File: src/rtl/eprisc_fetch_queue_if.sv
// Fetch-stage bus bundle: ROM address/data side plus the decoder valid/ready side.
// The master modport is the fetch unit; the slave modport is the ROM/decoder/execute environment.
interface eprisc_fetch_queue_if #(
  parameter int unsigned ADDR_W = 8
);
  logic [ADDR_W-1:0] oRomAddr;
  logic              oRomEnable;
  logic [31:0]       iRomData;
  logic              iRedirect;
  logic [ADDR_W-1:0] iRedirectPC;
  logic [31:0]       oInstr;
  logic [ADDR_W-1:0] oInstrPC;
  logic              oInstrValid;
  logic              iInstrReady;

  modport master (
    output oRomAddr, oRomEnable, oInstr, oInstrPC, oInstrValid,
    input  iRomData, iRedirect, iRedirectPC, iInstrReady
  );

  modport slave (
    input  oRomAddr, oRomEnable, oInstr, oInstrPC, oInstrValid,
    output iRomData, iRedirect, iRedirectPC, iInstrReady
  );
endinterface

File: src/rtl/eprisc_fetch_queue.sv
// epRISC fetch stage: drives the 1-cycle ROM and buffers fetched words in a small prefetch
// queue feeding the decoder; branch redirects flush everything fetched down the old path.
module eprisc_fetch_queue #(
  parameter int unsigned ADDR_W   = 8,
  parameter int unsigned DEPTH    = 4,
  parameter int unsigned RESET_PC = 0
) (
  input  logic iClk,
  input  logic iReset,
  eprisc_fetch_queue_if.master bus
);
  localparam int unsigned PTR_W = $clog2(DEPTH);
  localparam int unsigned CNT_W = PTR_W + 1;
  localparam int unsigned OCC_W = CNT_W + 1;
  localparam logic [OCC_W-1:0] DEPTH_OCC = OCC_W'(DEPTH);

  typedef enum logic [1:0] {S_RESET, S_RUN, S_FULL} state_e;

  state_e            state_q, state_d;
  logic [ADDR_W-1:0] pc_q, pc_d;
  logic [ADDR_W-1:0] pend_pc_q, pend_pc_d;
  logic              pending_q, pending_d;
  logic [31:0]       data_q [DEPTH];
  logic [31:0]       data_d [DEPTH];
  logic [ADDR_W-1:0] tag_q  [DEPTH];
  logic [ADDR_W-1:0] tag_d  [DEPTH];
  logic [PTR_W-1:0]  rd_q, rd_d, wr_q, wr_d;
  logic [CNT_W-1:0]  count_q, count_d;
  logic              valid_q, valid_d;
  logic [31:0]       instr_q, instr_d;
  logic [ADDR_W-1:0] ipc_q, ipc_d;

  logic              push, pop, issue;
  logic [OCC_W-1:0]  occ_q, occ_d;

  // Next-state: redirect flushes and retargets; otherwise push/pop/issue proceed together.
  always_comb begin
    state_d   = state_q;
    pc_d      = pc_q;
    pend_pc_d = pend_pc_q;
    pending_d = 1'b0;
    data_d    = data_q;
    tag_d     = tag_q;
    rd_d      = rd_q;
    wr_d      = wr_q;
    count_d   = count_q;

    push  = pending_q;
    pop   = valid_q & bus.iInstrReady;
    occ_q = OCC_W'(count_q) + OCC_W'(pending_q);
    issue = (state_q == S_RUN) && (occ_q < DEPTH_OCC);

    if (bus.iRedirect) begin
      rd_d    = '0;
      wr_d    = '0;
      count_d = '0;
      pc_d    = bus.iRedirectPC;
      state_d = S_RUN;
    end else begin
      if (push) begin
        data_d[wr_q] = bus.iRomData;
        tag_d[wr_q]  = pend_pc_q;
        wr_d         = PTR_W'(wr_q + 1'b1);
      end
      if (pop) begin
        rd_d = PTR_W'(rd_q + 1'b1);
      end
      count_d = count_q + CNT_W'(push) - CNT_W'(pop);
      if (issue) begin
        pending_d = 1'b1;
        pend_pc_d = pc_q;
        pc_d      = ADDR_W'(pc_q + 1'b1);
      end
      occ_d = OCC_W'(count_d) + OCC_W'(pending_d);
      case (state_q)
        S_RESET: state_d = S_RUN;
        S_RUN:   if (occ_d == DEPTH_OCC) state_d = S_FULL;
        S_FULL:  if (occ_d <  DEPTH_OCC) state_d = S_RUN;
        default: state_d = S_RUN;
      endcase
    end

    if (bus.iRedirect) begin
      occ_d = '0;
    end
    valid_d = (count_d != '0);
    instr_d = data_d[rd_d];
    ipc_d   = tag_d[rd_d];
  end

  always_ff @(posedge iClk) begin
    if (iReset) begin
      state_q   <= S_RESET;
      pc_q      <= ADDR_W'(RESET_PC);
      pend_pc_q <= '0;
      pending_q <= 1'b0;
      rd_q      <= '0;
      wr_q      <= '0;
      count_q   <= '0;
      valid_q   <= 1'b0;
      instr_q   <= '0;
      ipc_q     <= '0;
      for (int i = 0; i < int'(DEPTH); i++) begin
        data_q[i] <= '0;
        tag_q[i]  <= '0;
      end
    end else begin
      state_q   <= state_d;
      pc_q      <= pc_d;
      pend_pc_q <= pend_pc_d;
      pending_q <= pending_d;
      rd_q      <= rd_d;
      wr_q      <= wr_d;
      count_q   <= count_d;
      valid_q   <= valid_d;
      instr_q   <= instr_d;
      ipc_q     <= ipc_d;
      data_q    <= data_d;
      tag_q     <= tag_d;
    end
  end

  // ROM enable is exactly the in-flight flag, so it is high only in the capture cycle.
  assign bus.oRomAddr    = pc_q;
  assign bus.oRomEnable  = pending_q;
  assign bus.oInstr      = instr_q;
  assign bus.oInstrPC    = ipc_q;
  assign bus.oInstrValid = valid_q;
endmodule

File: src/flat_wrapper.sv
// flat-port wrapper written by rule: the top's interface ports become plain ports
module eprisc_fetch_queue_flat 
#(
  parameter int unsigned ADDR_W   = 8,
  parameter int unsigned DEPTH    = 4,
  parameter int unsigned RESET_PC = 0
)
  (iClk, iReset, bus_oRomAddr, bus_oRomEnable, bus_oInstr, bus_oInstrPC, bus_oInstrValid, bus_iRomData, bus_iRedirect, bus_iRedirectPC, bus_iInstrReady);
  eprisc_fetch_queue_if #(.ADDR_W(ADDR_W)) bus_i ();
  input  logic iClk;
  input  logic iReset;
  output wire logic [$bits(bus_i.oRomAddr)-1:0] bus_oRomAddr;
  output wire logic [$bits(bus_i.oRomEnable)-1:0] bus_oRomEnable;
  output wire logic [$bits(bus_i.oInstr)-1:0] bus_oInstr;
  output wire logic [$bits(bus_i.oInstrPC)-1:0] bus_oInstrPC;
  output wire logic [$bits(bus_i.oInstrValid)-1:0] bus_oInstrValid;
  input wire logic [$bits(bus_i.iRomData)-1:0] bus_iRomData;
  input wire logic [$bits(bus_i.iRedirect)-1:0] bus_iRedirect;
  input wire logic [$bits(bus_i.iRedirectPC)-1:0] bus_iRedirectPC;
  input wire logic [$bits(bus_i.iInstrReady)-1:0] bus_iInstrReady;
  assign bus_oRomAddr = bus_i.oRomAddr;
  assign bus_oRomEnable = bus_i.oRomEnable;
  assign bus_oInstr = bus_i.oInstr;
  assign bus_oInstrPC = bus_i.oInstrPC;
  assign bus_oInstrValid = bus_i.oInstrValid;
  assign bus_i.iRomData = bus_iRomData;
  assign bus_i.iRedirect = bus_iRedirect;
  assign bus_i.iRedirectPC = bus_iRedirectPC;
  assign bus_i.iInstrReady = bus_iInstrReady;
  eprisc_fetch_queue #(.ADDR_W(ADDR_W), .DEPTH(DEPTH), .RESET_PC(RESET_PC)) u_core (.iClk(iClk), .iReset(iReset), .bus(bus_i));
endmodule
File: config.mk
export PLATFORM = sky130hd
export DESIGN_NAME = eprisc_fetch_queue_flat
export DESIGN_NICKNAME = d
export VERILOG_FILES = /design/src/rtl/eprisc_fetch_queue_if.sv /design/src/rtl/eprisc_fetch_queue.sv /design/src/flat_wrapper.sv
export SDC_FILE = /design/constraint.sdc
export NUM_CORES = 1
export LEC_CHECK = 0
export BUFFER_PORTS_ARGS = -buffer_cell sky130_fd_sc_hd__buf_2
export CORE_ASPECT_RATIO = 1.2
export CORE_MARGIN = 2
export CORE_UTILIZATION = 44
export CTS_CLUSTER_DIAMETER = 60
export DETAILED_ROUTE_END_ITERATION = 12
export HOLD_SLACK_MARGIN = 0.15
export PLACE_DENSITY_LB_ADDON = 0.2
export SETUP_SLACK_MARGIN = 0.02
export SLEW_MARGIN = 20
export SYNTH_ARGS = -nofsm -noshare
export SYNTH_HDL_FRONTEND = slang
export SYNTH_SLANG_ARGS = --single-unit
File: constraint.sdc
create_clock -name iClk -period 7.1 [get_ports iClk]
set_input_delay 1.42 -clock iClk [delete_from_list [all_inputs] [get_ports iClk]]
set_output_delay 1.42 -clock iClk [all_outputs]
set_load 0.02 [all_outputs]
==> results_dict.tcl <==
set metrics [dict create \
    synth_commonest_cells "nand2_1, dfxtp_1, a21oi_1, clkbuf_1, o211ai_1" \
    grt_pass1_vias 9042 \
    core_area_um2 23300 \
    ctsLongestPathBuffers 3 \
    die-area_um2 25100 \
    worstSkewPairLatency_ns 0.53 \
    yosysSeqAreaShare_pct 43.3 \
    required_ns 7.56 \
    area_growth_pct 12.3 \
    io-pin-count 94 \
    hold_class "flop to flop" \
    grt_antenna_before_repair 2 \
    synthFlopType "dfxtp_1" \
    rr_endpoint "u_core.bus.oInstr[0]$_SDFF_PP0_" \
    fin_crit_ns 3.72 \
    async_reset_ff_share_pct 0 \
    p_leak_uw 0.00402 \
    cts_setup_buffers 0 \
    synth_edf_count 0 \
    die_y_um 173 \
    synth_top_cells_by_area "dfxtp_1, nand2_1, a21oi_1, o211ai_1, a2111oi_2" \
    r2r_start "u_core.bus.oInstrValid$_SDFF_PP0_" \
    netlist.top_cell.by_area "dfxtp_1" \
    grt-ovfl-total 0 \
    hold_depth 2 \
    fill_cells 2220 \
    crit_top_cell "buf_4" \
    grt_pass1_wl_um 47600 \
    slowest_delay_ns 0.62 \
    cts-buffers-inserted 25 \
    ant_nets 0 \
    groute.usage.overall_pct 22.4 \
    num-nets-final 1352 \
    yosysMostFrequentCell "nand2_1" \
    power.density_nw_per_um2 237 \
    synth_top_area_share_pct 43.3 \
    rsz0062_at_grt "false" \
    viasPerCell 5.88 \
    cts_tree "done" \
    cts-htree-levels 1 \
    portBuffers 93 \
    slew_viol_final 0 \
    synthCells 1292 \
    place_ws_ns 2.86 \
    die_x_um 145 \
    status "finished, final reports clean" \
    crit_slowest_cell "nand2_1" \
    hold_viol 0 \
    setup_tns_ns 0 \
    fin_util_pct 50.6 \
    ys_warn_count 0 \
    fin_crit_sh_pct 52.4 \
    wirelength_um 29000 \
    ys_ff_latch 227 \
    synth.avg_cell_area_um2 8.12 \
    path_max_fanout 36 \
    criticalPathCategory "input port to flop" \
    clk_pin_slew_ns 0.06 \
    hold_path_end "u_core.data_q[82]$_SDFF_PP0_" \
    dr.pass1.iters 7 \
    ctsResizeCount 0 \
    clock-root-buffer "clkbuf_16" \
    worst_setup_path_start_kind "input port" \
    netlist_area_um2 10500 \
    grt_start_max_net_pins 133 \
    ff2ff_setup_slack_ns 3.99 \
    relSlewSlack_pct 30.2 \
    min_from "u_core.data_q[82]$_SDFF_PP0_" \
    core.rowCount 61 \
    skew_ns 0.0133 \
    drc_errors 0 \
    vias 9594 \
    hpwl_um 15900 \
    max-cap-violations 0 \
    cts.sinks 227 \
    end_kind "flop" \
    setup_viol_count_final 0 \
    crit_arrival_ns 4.18 \
    clock.fmax_ghz 0.269 \
    place_congestion 0.760 \
    hold_ws_ns 0.450 \
    first_iter_violations 705 \
    synth_cell_types 45 \
    drive_gt1_share_pct 16.3 \
    ctsHoldBuffers 0 \
    synth_nets 1346 \
    ir_worst_vdd_v 0.000172 \
    r2r_cells 7 \
    finalWorstSetupSlack_ns 3.38 \
    worstMarginPinSlew_ns 1.05 \
    initial_core_util_pct 45.1 \
    cp_cell_sequence "buf_2, buf_4, nor2b_1, and2_1, nand2_1, buf_4, o211ai_1, nand3_1" \
    wire_per_inst_um 17.8 \
    total_power_uw 2790 \
]
## layer usage
layer,routed length [µm],share of wire (%),global-route usage (%),vias to the layer above
li1,-,-,-,4646
met1,12700,44,29.8,4619
met2,14100,49,38.0,287
met3,1770,6.1,3.48,40
met4,503,1.7,5.65,2
met5,13,0.045,0,-
## power breakdown
| group | switching [µW] | internal (µW) |
|---|---|---|
| Sequential | 18.1 | 1300 |
| Clock | 523 | 736 |
| Combinational | 143 | 69.5 |
## logic make-up after synthesis
family                   share of synthesized area (%)
buffers and inverters                             5.70
AO/OA/AOI/OAI                                     30.0
multiplexers                                      1.26
AND/OR/NAND/NOR                                   17.7
XOR/XNOR                                         0.834
flip-flops                                        43.3
adder cells (fa/ha/maj)                           1.26
## worst max path at each step
stage | startpoint | to | cells after the start
CTS | bus_iRedirect | u_core.bus.oInstr[21]$_SDFF_PP0_ | 8
finish | bus_iRedirect | u_core.bus.oInstr[21]$_SDFF_PP0_ | 8
global placement | bus_iInstrReady | u_core.bus.oInstrPC[7]$_SDFF_PP0_ | 8
detailed placement | bus_iRedirect | u_core.bus.oInstr[10]$_SDFF_PP0_ | 8
global route | bus_iRedirect | u_core.bus.oInstr[21]$_SDFF_PP0_ | 8
floorplan | bus_iInstrReady | u_core.state_q[0]$_SDFFE_PP0P_ | 12
## placed cells by master, fill, tap and decap left out, types with 6 or more instances in the layout
| master | count |
|---|---|
| a2111oi_0 | 40 |
| nor2_1 | 58 |
| buf_4 | 17 |
| nor2b_1 | 6 |
| o21ai_0 | 26 |
| dfxtp_1 | 227 |
| ha_1 | 9 |
| mux2i_1 | 11 |
| o221a_1 | 22 |
| nand2_1 | 331 |
| nand3_1 | 44 |
| inv_1 | 14 |
| o21ai_1 | 17 |
| clkbuf_16 | 25 |
| xnor2_1 | 8 |
| o221a_2 | 18 |
| o21a_1 | 6 |
| clkinv_2 | 6 |
| buf_2 | 92 |
| o211ai_1 | 81 |
| a21oi_1 | 167 |
| a2111oi_2 | 35 |
## area by class of cell
type	instances	area (µm²)	share of cell area [%]
diodes	1	2.50	0.0212
clock buffers	35	713	6.05
clock inverters	9	80.1	0.679
inverters	14	52.6	0.446
multi-input cells	919	5380	45.7
flip-flops and latches	227	4540	38.5
well taps	315	394	3.34
repair buffers	111	619	5.25
## through the flow
step,cell area (µm²),cells
2_1_floorplan,10500,1292
3_3_place_gp,11000,1586
3_5_place_dp,11000,1586
4_1_cts,11800,1630
5_1_grt,11800,1630
6_report,11800,1631
## flip-flops by register name, summed over array words and instances, names as in the netlist
signal,flops
u_core.rd_q,2
u_core.data_q,128
u_core.count_q,3
u_core.bus.oInstrValid,1
u_core.state_q,2
u_core.bus.oRomAddr,8
u_core.bus.oInstrPC,8
u_core.bus.oInstr,32
u_core.bus.oRomEnable,1
u_core.pend_pc_q,8
u_core.wr_q,2
u_core.tag_q,32
## worst max-delay path, delay by kind of cell
kind	cells	cell delay, ns
buffers and inverters	3	1.42
AND/OR/NAND/NOR	4	1.16
AO/OA/AOI/OAI	1	0.14
Power figures use the tool's default switching activity.
